`config.mk`:
```
export PLATFORM = sky130hd
export DESIGN_NAME = swing_arbiter
export DESIGN_NICKNAME = d
export VERILOG_FILES = /design/src/rtl/swing_arbiter.sv
export SDC_FILE = /design/constraint.sdc
export NUM_CORES = 1
export LEC_CHECK = 0
export ABC_CLOCK_PERIOD_IN_PS = 6600
export CAP_MARGIN = 20
export CORE_ASPECT_RATIO = 1.2
export CORE_MARGIN = 4
export CORE_UTILIZATION = 50
export CTS_CLUSTER_DIAMETER = 40
export CTS_CLUSTER_SIZE = 40
export DETAILED_ROUTE_END_ITERATION = 12
export PLACE_DENSITY_LB_ADDON = 0.1
export SYNTH_ARGS = -nofsm -noshare
export SYNTH_HDL_FRONTEND = slang
export SYNTH_HIERARCHICAL = 1
export SYNTH_SLANG_ARGS = --single-unit
```
`constraint.sdc`:
```
create_clock -name clk -period 6.6 [get_ports clk]
set_input_delay 0.99 -clock clk [delete_from_list [all_inputs] [get_ports clk]]
set_output_delay 0.99 -clock clk [all_outputs]
set_load 0.005 [all_outputs]
```
`src/rtl/swing_arbiter.sv`:
```
// Round-robin front end sharing one sultans_of_swing stage.
// Results return in grant order through a valid/ready output register.
module sultans_of_swing (
  input  logic       clk,
  input  logic       reset,
  input  logic [3:0] Ai,
  input  logic [3:0] Bi,
  input  logic [3:0] Ci,
  output logic [3:0] Ao,
  output logic [3:0] Bo,
  output logic [3:0] ANDo
);
  logic [3:0] a_q, a_d;
  logic [3:0] b_q, b_d;
  logic [3:0] and_q, and_d;

  always_comb begin
    a_d   = Ai;
    b_d   = Bi;
    and_d = (Ai ^ Bi) & Ci;
  end

  always_ff @(posedge clk) begin
    if (reset) begin
      a_q   <= '0;
      b_q   <= '0;
      and_q <= '0;
    end else begin
      a_q   <= a_d;
      b_q   <= b_d;
      and_q <= and_d;
    end
  end

  assign Ao   = a_q;
  assign Bo   = b_q;
  assign ANDo = and_q;
endmodule

module swing_arbiter #(
  parameter int NUM_REQ = 4,
  parameter int ID_W    = 2,
  parameter int DATA_W  = 4
) (
  input  logic                      clk,
  input  logic                      reset,
  input  logic [NUM_REQ-1:0]        req,
  input  logic [NUM_REQ*DATA_W-1:0] req_A,
  input  logic [NUM_REQ*DATA_W-1:0] req_B,
  input  logic [NUM_REQ*DATA_W-1:0] req_C,
  output logic [NUM_REQ-1:0]        gnt,
  output logic                      out_valid,
  input  logic                      out_ready,
  output logic [ID_W-1:0]           out_id,
  output logic [DATA_W-1:0]         out_A,
  output logic [DATA_W-1:0]         out_B,
  output logic [DATA_W-1:0]         out_AND,
  output logic                      busy
);
  logic              stall;
  logic              grant;
  logic [ID_W-1:0]   gnt_idx;
  int                j;

  logic [ID_W-1:0]   rr_ptr_q, rr_ptr_d;
  logic              iss_valid_q, iss_valid_d;
  logic [ID_W-1:0]   iss_id_q, iss_id_d;
  logic [DATA_W-1:0] hold_a_q, hold_a_d;
  logic [DATA_W-1:0] hold_b_q, hold_b_d;
  logic [DATA_W-1:0] hold_c_q, hold_c_d;
  logic              out_valid_q, out_valid_d;
  logic [ID_W-1:0]   out_id_q, out_id_d;
  logic [DATA_W-1:0] out_a_q, out_a_d;
  logic [DATA_W-1:0] out_b_q, out_b_d;
  logic [DATA_W-1:0] out_and_q, out_and_d;

  logic [DATA_W-1:0] u_ai, u_bi, u_ci;
  logic [DATA_W-1:0] u_ao, u_bo, u_ando;

  assign stall = out_valid_q & ~out_ready;

  // Search from rr_ptr upward, wrapping, for the first pending request.
  always_comb begin
    grant    = 1'b0;
    gnt      = '0;
    gnt_idx  = '0;
    rr_ptr_d = rr_ptr_q;
    j        = 0;
    if (!reset && !stall) begin
      for (int k = 0; k < NUM_REQ; k++) begin
        j = int'(rr_ptr_q) + k;
        if (j >= NUM_REQ) j = j - NUM_REQ;
        if (!grant && req[j]) begin
          grant   = 1'b1;
          gnt[j]  = 1'b1;
          gnt_idx = ID_W'(j);
          rr_ptr_d = (j == NUM_REQ - 1) ? '0 : ID_W'(j + 1);
        end
      end
    end
  end

  always_comb begin
    u_ai = hold_a_q;
    u_bi = hold_b_q;
    u_ci = hold_c_q;
    if (grant) begin
      u_ai = req_A[gnt_idx*DATA_W +: DATA_W];
      u_bi = req_B[gnt_idx*DATA_W +: DATA_W];
      u_ci = req_C[gnt_idx*DATA_W +: DATA_W];
    end
  end

  always_comb begin
    iss_valid_d = iss_valid_q;
    iss_id_d    = iss_id_q;
    hold_a_d    = hold_a_q;
    hold_b_d    = hold_b_q;
    hold_c_d    = hold_c_q;
    out_valid_d = out_valid_q;
    out_id_d    = out_id_q;
    out_a_d     = out_a_q;
    out_b_d     = out_b_q;
    out_and_d   = out_and_q;
    if (!stall) begin
      iss_valid_d = grant;
      if (grant) begin
        iss_id_d = gnt_idx;
        hold_a_d = u_ai;
        hold_b_d = u_bi;
        hold_c_d = u_ci;
      end
      out_valid_d = iss_valid_q;
      if (iss_valid_q) begin
        out_id_d  = iss_id_q;
        out_a_d   = u_ao;
        out_b_d   = u_bo;
        out_and_d = u_ando;
      end
    end
  end

  always_ff @(posedge clk) begin
    if (reset) begin
      rr_ptr_q    <= '0;
      iss_valid_q <= 1'b0;
      iss_id_q    <= '0;
      hold_a_q    <= '0;
      hold_b_q    <= '0;
      hold_c_q    <= '0;
      out_valid_q <= 1'b0;
      out_id_q    <= '0;
      out_a_q     <= '0;
      out_b_q     <= '0;
      out_and_q   <= '0;
    end else begin
      rr_ptr_q    <= rr_ptr_d;
      iss_valid_q <= iss_valid_d;
      iss_id_q    <= iss_id_d;
      hold_a_q    <= hold_a_d;
      hold_b_q    <= hold_b_d;
      hold_c_q    <= hold_c_d;
      out_valid_q <= out_valid_d;
      out_id_q    <= out_id_d;
      out_a_q     <= out_a_d;
      out_b_q     <= out_b_d;
      out_and_q   <= out_and_d;
    end
  end

  sultans_of_swing u_sos (
    .clk   (clk),
    .reset (reset),
    .Ai    (u_ai),
    .Bi    (u_bi),
    .Ci    (u_ci),
    .Ao    (u_ao),
    .Bo    (u_bo),
    .ANDo  (u_ando)
  );

  assign out_valid = out_valid_q;
  assign out_id    = out_id_q;
  assign out_A     = out_a_q;
  assign out_B     = out_b_q;
  assign out_AND   = out_and_q;
  assign busy      = iss_valid_q | out_valid_q;
endmodule
```
### After elaboration in Yosys (flattened, before gate mapping)

Cells that the tools add are included.
W data, S select, Z words.

* bits in registers: 44
* latch bits: 0
* RAM bits: 0
* ROM bits: 0
* input bits: 55
* output and inout bits: 20
* word-level logic and storage cells: 130
* memories kept: 0

* $add $sub $neg: 11
* $mul: 0
* divide/modulo/power cells: 0
* order comparisons: 12
* equal/unequal tests: 4
* shifts and indexed selects: 3
* mux-type cells: 60
* bitwise logic cells: 9
* reduce and logical (&&, ||, !) cells: 17

Operators with widths (count)
* $mux W32: 8
* $eq A32 B3 Y1 const B: 4
* $ge A32 B1 Y1 const B: 4
* $lt A32 B4 Y1 const B: 4
* $shiftx A16 B5 Y4: 3
* $mux W4: 11
* $mux W2: 13
* $mux W1: 20
* $or A4 B4 Y4: 3
* $sub A3 B3 Y4 const B: 3
* $ge A3 B3 Y1 const B: 3
* $add A2 B2 Y2 const B: 4
* $bmux W1 S2: 4
* $demux W1 S2: 4
* $logic_and A1 B1 Y1: 8
* $add A2 B2 Y3 const B: 2
* $reduce_and A2 Y1: 3
* $logic_not A1 Y1: 5
* $and A4 B4 Y4: 1
* $reduce_bool A4 Y1: 1
* $sub A2 B3 Y4 const B: 1
* $xor A4 B4 Y4: 1
* $add A2 B1 Y3 const B: 1
* $ge A2 B3 Y1 const B: 1
* other kinds (3): 4

### Depth between registers and ports, before layout

* word-level depth: 26
* gate-level depth with buffers: 15
* gate-level depth less buffers: 11

### By module

Netlist, hierarchy kept.

Modules (own cells, without submodules)
* swing_arbiter: times used 1, cells each 280, area each 2180.8 µm², sequential area each 640.6 µm²
* sultans_of_swing: times used 1, cells each 29, area each 386.6 µm², sequential area each 240.2 µm²

### Worst setup path before layout

OpenSTA, ideal clock, no wires.

* kind: input-to-output
* start point: input port req[2]
* end point: output port gnt[0]
* arrival: 2.301 ns
* required time: 5.610 ns
* path slack: 3.309 ns
* stages: 7
* buffers on the path: 2
* cell sequence: buf_6 mux4_2 buf_2 a22oi_1 nor2_1 a221oi_1 nor2_1

* longest elaborated chain between the ends: 17
* elaborated cells between the ends (all ways): 35
* those cells by class: mux: 26; bitwise: 3; reduce/logical: 6

Ends and longest elaborated chain
* from (decl): RTL line 47 `input logic [NUM_REQ-1:0] req,`
* $bmux W1 S2: RTL line 93 `if (!grant && req[j]) begin`
* $mux W1 (not written as such) (2 in series): RTL line 93
* $mux W1: RTL line 93
* $mux W1: RTL line 89 `if (!reset && !stall) begin`
* $logic_not A1 Y1: RTL line 93
* $logic_and A1 B1 Y1: RTL line 93
* $mux W1: RTL line 93
* $mux W1: RTL line 89
* $logic_not A1 Y1: RTL line 93
* $logic_and A1 B1 Y1: RTL line 93
* $mux W1: RTL line 93
* $mux W1: RTL line 89
* $logic_not A1 Y1: RTL line 93
* $logic_and A1 B1 Y1: RTL line 93
* $mux W4 *: RTL line 93
* $mux W4 *: RTL line 89
* to (decl): RTL line 51 `output logic [NUM_REQ-1:0] gnt,`

Every way passes the cells marked *; elsewhere a longest branch is shown, timed or not. The select of a mux whose other input is x is not followed.

### Worst setup path after layout

* start point: register rr_ptr_q[0]
* end point: output port gnt[3]

* longest elaborated chain between the ends: 20
* elaborated cells between the ends (all ways): 74
* those cells by class: add/sub: 7; order compare: 12; mux: 42; bitwise: 3; reduce/logical: 10

Ends and longest elaborated chain
* from (decl): RTL line 65 `logic [ID_W-1:0] rr_ptr_q, rr_ptr_d;`
* from (signal assigned): RTL line 157 `rr_ptr_q <= rr_ptr_d;`
* parallel branches: the longest is 18 deep, another holds $ge A32 B1 Y1
* $mux W4 *: RTL line 93
* $mux W4 *: RTL line 89

Mark *: on every way between the ends. The select of a mux whose other input is x is not followed.

==> out/metrics.sh <==
SYNTH_ENABLE_FLOP_CELLS=0
CTS.REPORTEDPATHS.CLKPINSLEW_PS=80
YS.WARNINGS.COUNT=6
H-TREE-DEPTH=2
SYNTH.YOSYS.SEQ_AREA_SHARE=0.343
CELLPOWERDENSITY_nW_PER_UM2=434
SYNTH_SIMPLE_GATE_AREA_FRAC=0.268
SYNTHXORXNORAREAFRAC=0.0136
POST_SYNTH_FA_HA_MAJ_AREA_FRACTION=0.0195
DRT_PASS1_ITERATIONS=4
RSZ0062_AT_GRT='false'
POSTCTSRESIZEDCELLS=0
NUMBER_OF_DESIGN_RULE_VIOLATIONS_LEFT_AFTER_DETAIL_ROUTING=0
DIE_WIDTH_UM=73.4
CRITICAL_PATH_CLASS='reg2out'
CRITPATHLAUNCH='rr_ptr_q[0]$_SDFFE_PP0P_'
SETUP.WORST_PATH.START_CLASS='flop'
STARTING_DENSITY_OF_THE_CORE=0.520
NETLIST.TOP_CELL.BY_AREA='dfxtp_1'
SYNTH_CELL_TYPE_COUNT=50
COMBINATIONAL_FAMILY_WITH_THE_MOST_AREA_AFTER_SYNTHESIS='simple AND/OR/NAND/NOR gates'
SYNTH_COMPOUND_AREA_FRAC=0.194
POST_SYNTH_INSTANCE_AREA_UM2=2570
MAXIMUM_NUMBER_OF_PINS_ON_ONE_NET_BEFORE_GLOBAL_ROUTE_REPAIR=34
AVGVIACOUNTPERCELL=5.56
R2R_START='rr_ptr_q[0]$_SDFFE_PP0P_'
CRITPATHREQUIREDTIME_PS=5610
FINAL_AREA_UM2=3380
POST_LAYOUT_CELL_COUNT=433
LEAKAGEPOWER_nW=1.30
PLACE_CONGESTION=0.852
SYNTH.FF_LATCH_COUNT=44
FLOORPLAN.DIE_AREA_UM2=6350
FINALSETUPVIOLATIONS=0
SYNTHTOPCELLSBYAREA='dfxtp_1 34%, nand2_1 10%, nand3_1 4.3%'
MOSTFREQUENTLAYOUTCELLS='74 x clkdlybuf4s50_1, 71 x nand2_1, 44 x dfxtp_1'
PORT_BUFFERS=74
ANTENNA-DIODE-COUNT=0
HOLD_VIOL_FINAL=0
CORE_AREA_UM2=4940
DRT_FIRST_ITER_VIOLATIONS=134
FINAL.MIN_CLOCK_PERIOD_PS=4760
CRIT_PATH_MAX_FANOUT=13
INSERTION_DELAY_PS=300
CLOCKBUFFERDEPTH=2
TNS_SETUP_PS=0
CLOCK_SINK_COUNT=44
SYNTH.MUX.AREA_FRACTION=0.105
DP_CELLS=424
WL_PER_CELL_UM=15.0
FINAL_UTIL=0.685
SLEW_HEADROOM=0.292
MIN-DELAY-START='u_sos/Ao[0]$_SDFF_PP0_'
MAX_CAP_VIOLATIONS=0
DIE_H_UM=86.5
IOS=75
FIRST_PASS_GRT_WIRE_LENGTH_UM=10900
POST_SYNTH_INST_COUNT=309
SYN2LAYOUT_AREA_GROWTH_PCT=31.7
TYPE_OF_ELEMENT_CAPTURING_THE_CRITICAL_PATH='primary output'
HOLD_BUFFER_COUNT_AT_CTS=0
NETLIST.AREA_LEADER.SHARE=0.343
FINAL_ANTENNA_NET_COUNT=0
HOLD_CLASS='reg2reg'
ROUTE.FINAL.WIRE_LENGTH_UM=6490
PLACEMENT.CELL_AREA_UM2=3260
TIGHTEST_SLEW_PS=1060
HPWLAFTERDP_UM=4990
SYNTH_FLOP_TYPE='dfxtp_1'
DR_TOTAL_VIAS=2407
IR_WORST_VDD_V=0.000371
SLEW_VIOL_FINAL=0
DRIVE_GT1_FRAC=0.0858
VIAS_IN_THE_FIRST_GLOBAL_ROUTE=2354
CRIT_ARRIVAL_PS=3770
FMAX_GHz=0.210
GR-USAGE-ALL-LAYERS=0.216
ANTENNA_FOUND_INITIAL=0
FINAL.SETUP_SKEW_PS=4.76
TRITONCTS='yes'
AVERAGE_SIZE_OF_A_MAPPED_CELL_UM2=8.31
FINAL_COMMON_CELL='clkdlybuf4s50_1'
PLACEMENTROWS=28
MAPPEDNETLISTNETS=368
WHS_PS=439
CTS-ROOT-BUF='clkbuf_8'
DESIGN.FINAL.NETS=431
OUTCOME='complete, no violations'
POSTCTSSETUPBUFFERS=0
FILLERS=415
MIN_PERIOD_OVER_PERIOD=0.721
YS_ASYNC_SR_FRACTION=0
GLOBALROUTEOVERFLOWTOTAL=0
CTS_MADE_BUFFERS=5
cells in the mapped netlist (all sizes together), types with 5 or more instances:
cell type   n
a21o        9
a21oi      19
a221oi      5
buf        13
clkbuf      7
dfxtp      44
mux2        7
mux2i      10
nand2      72
nand3      22
nor2       20
nor2b      10
nor3b       5
o21ai      11
o221ai     11
worst max-delay path: stages, from the launching register on:
cell             delay [ps]
dfxtp_1                 710
inv_1                   300
ha_1                    570
mux4_2                  710
nor2_4                  150
and3_1                  290
a221oi_1                120
nor2_1                  100
clkdlybuf4s50_1         520
state kept, by name, summed over array words and instances (netlist names), 2 cells and up:
name,cells
out_id,2
iss_id_q,2
hold_c_q,4
u_sos/Bo,4
out_AND,4
hold_b_q,4
u_sos/ANDo,4
out_B,4
hold_a_q,4
out_A,4
rr_ptr_q,2
u_sos/Ao,4
where the power goes:
| group | switching [mW] | internal, mW | total, mW | leakage, nW |
|---|---|---|---|---|
| Sequential | 0.0603 | 0.359 | 0.419 | 0.363 |
| Combinational | 0.445 | 0.391 | 0.837 | 0.880 |
| Clock | 0.0979 | 0.114 | 0.212 | 0.0548 |
path summary, 6_finish.rpt:
check	end	slack, ps	depth (start not counted)
worst min register to register	out_A[0]$_SDFFE_PP0P_	440	2
worst max register to register	u_sos/ANDo[3]$_SDFF_PP0_	2130	11
worst max-delay path	gnt[3]	1840	8
worst min-delay path	out_A[0]$_SDFFE_PP0P_	440	2
routing by layer:
metal  part of all wire  wire (µm)  global-route usage  up-vias
met5                  0          0                   0        -
met4              0.017        112              0.0610        0
met3              0.046        300              0.0383        9
met2               0.53       3460               0.391       64
met1               0.40       2620               0.256     1121
li1                   -          -                   -     1213
cells by family (layout without fill, tap and decap cells):
kind of cell / count (synthesis) / in the layout
fa+ha+maj: 4 / 4
simple gates: 143 / 143
buf+inv: 24 / 88
mux: 21 / 21
compound gates: 69 / 69
xor+xnor: 4 / 4
flops: 44 / 44
area by class of cell:
type / count / area [µm²] / share of cell area
Clock buffer: 5 / 68.8 / 0.0203
Clock inverter: 3 / 46.3 / 0.0137
Inverter: 4 / 15.0 / 0.00444
Multi-Input combinational cell: 241 / 1540 / 0.455
Sequential cell: 44 / 881 / 0.260
Tap cell: 60 / 75.1 / 0.0222
Timing Repair Buffer: 76 / 756 / 0.223
per-stage QoR:
| stage | worst slack, ps | total power, mW |
|---|---|---|
| 6_report | 1840 | 1.47 |
| 5_1_grt | 1580 | 1.59 |
| 4_1_cts | 1820 | 1.47 |
| 3_5_place_dp | 2140 | 1.26 |
| 3_3_place_gp | 2220 | 1.24 |
| 2_1_floorplan | 3310 | 1.09 |
Power figures use the tool's default switching activity.
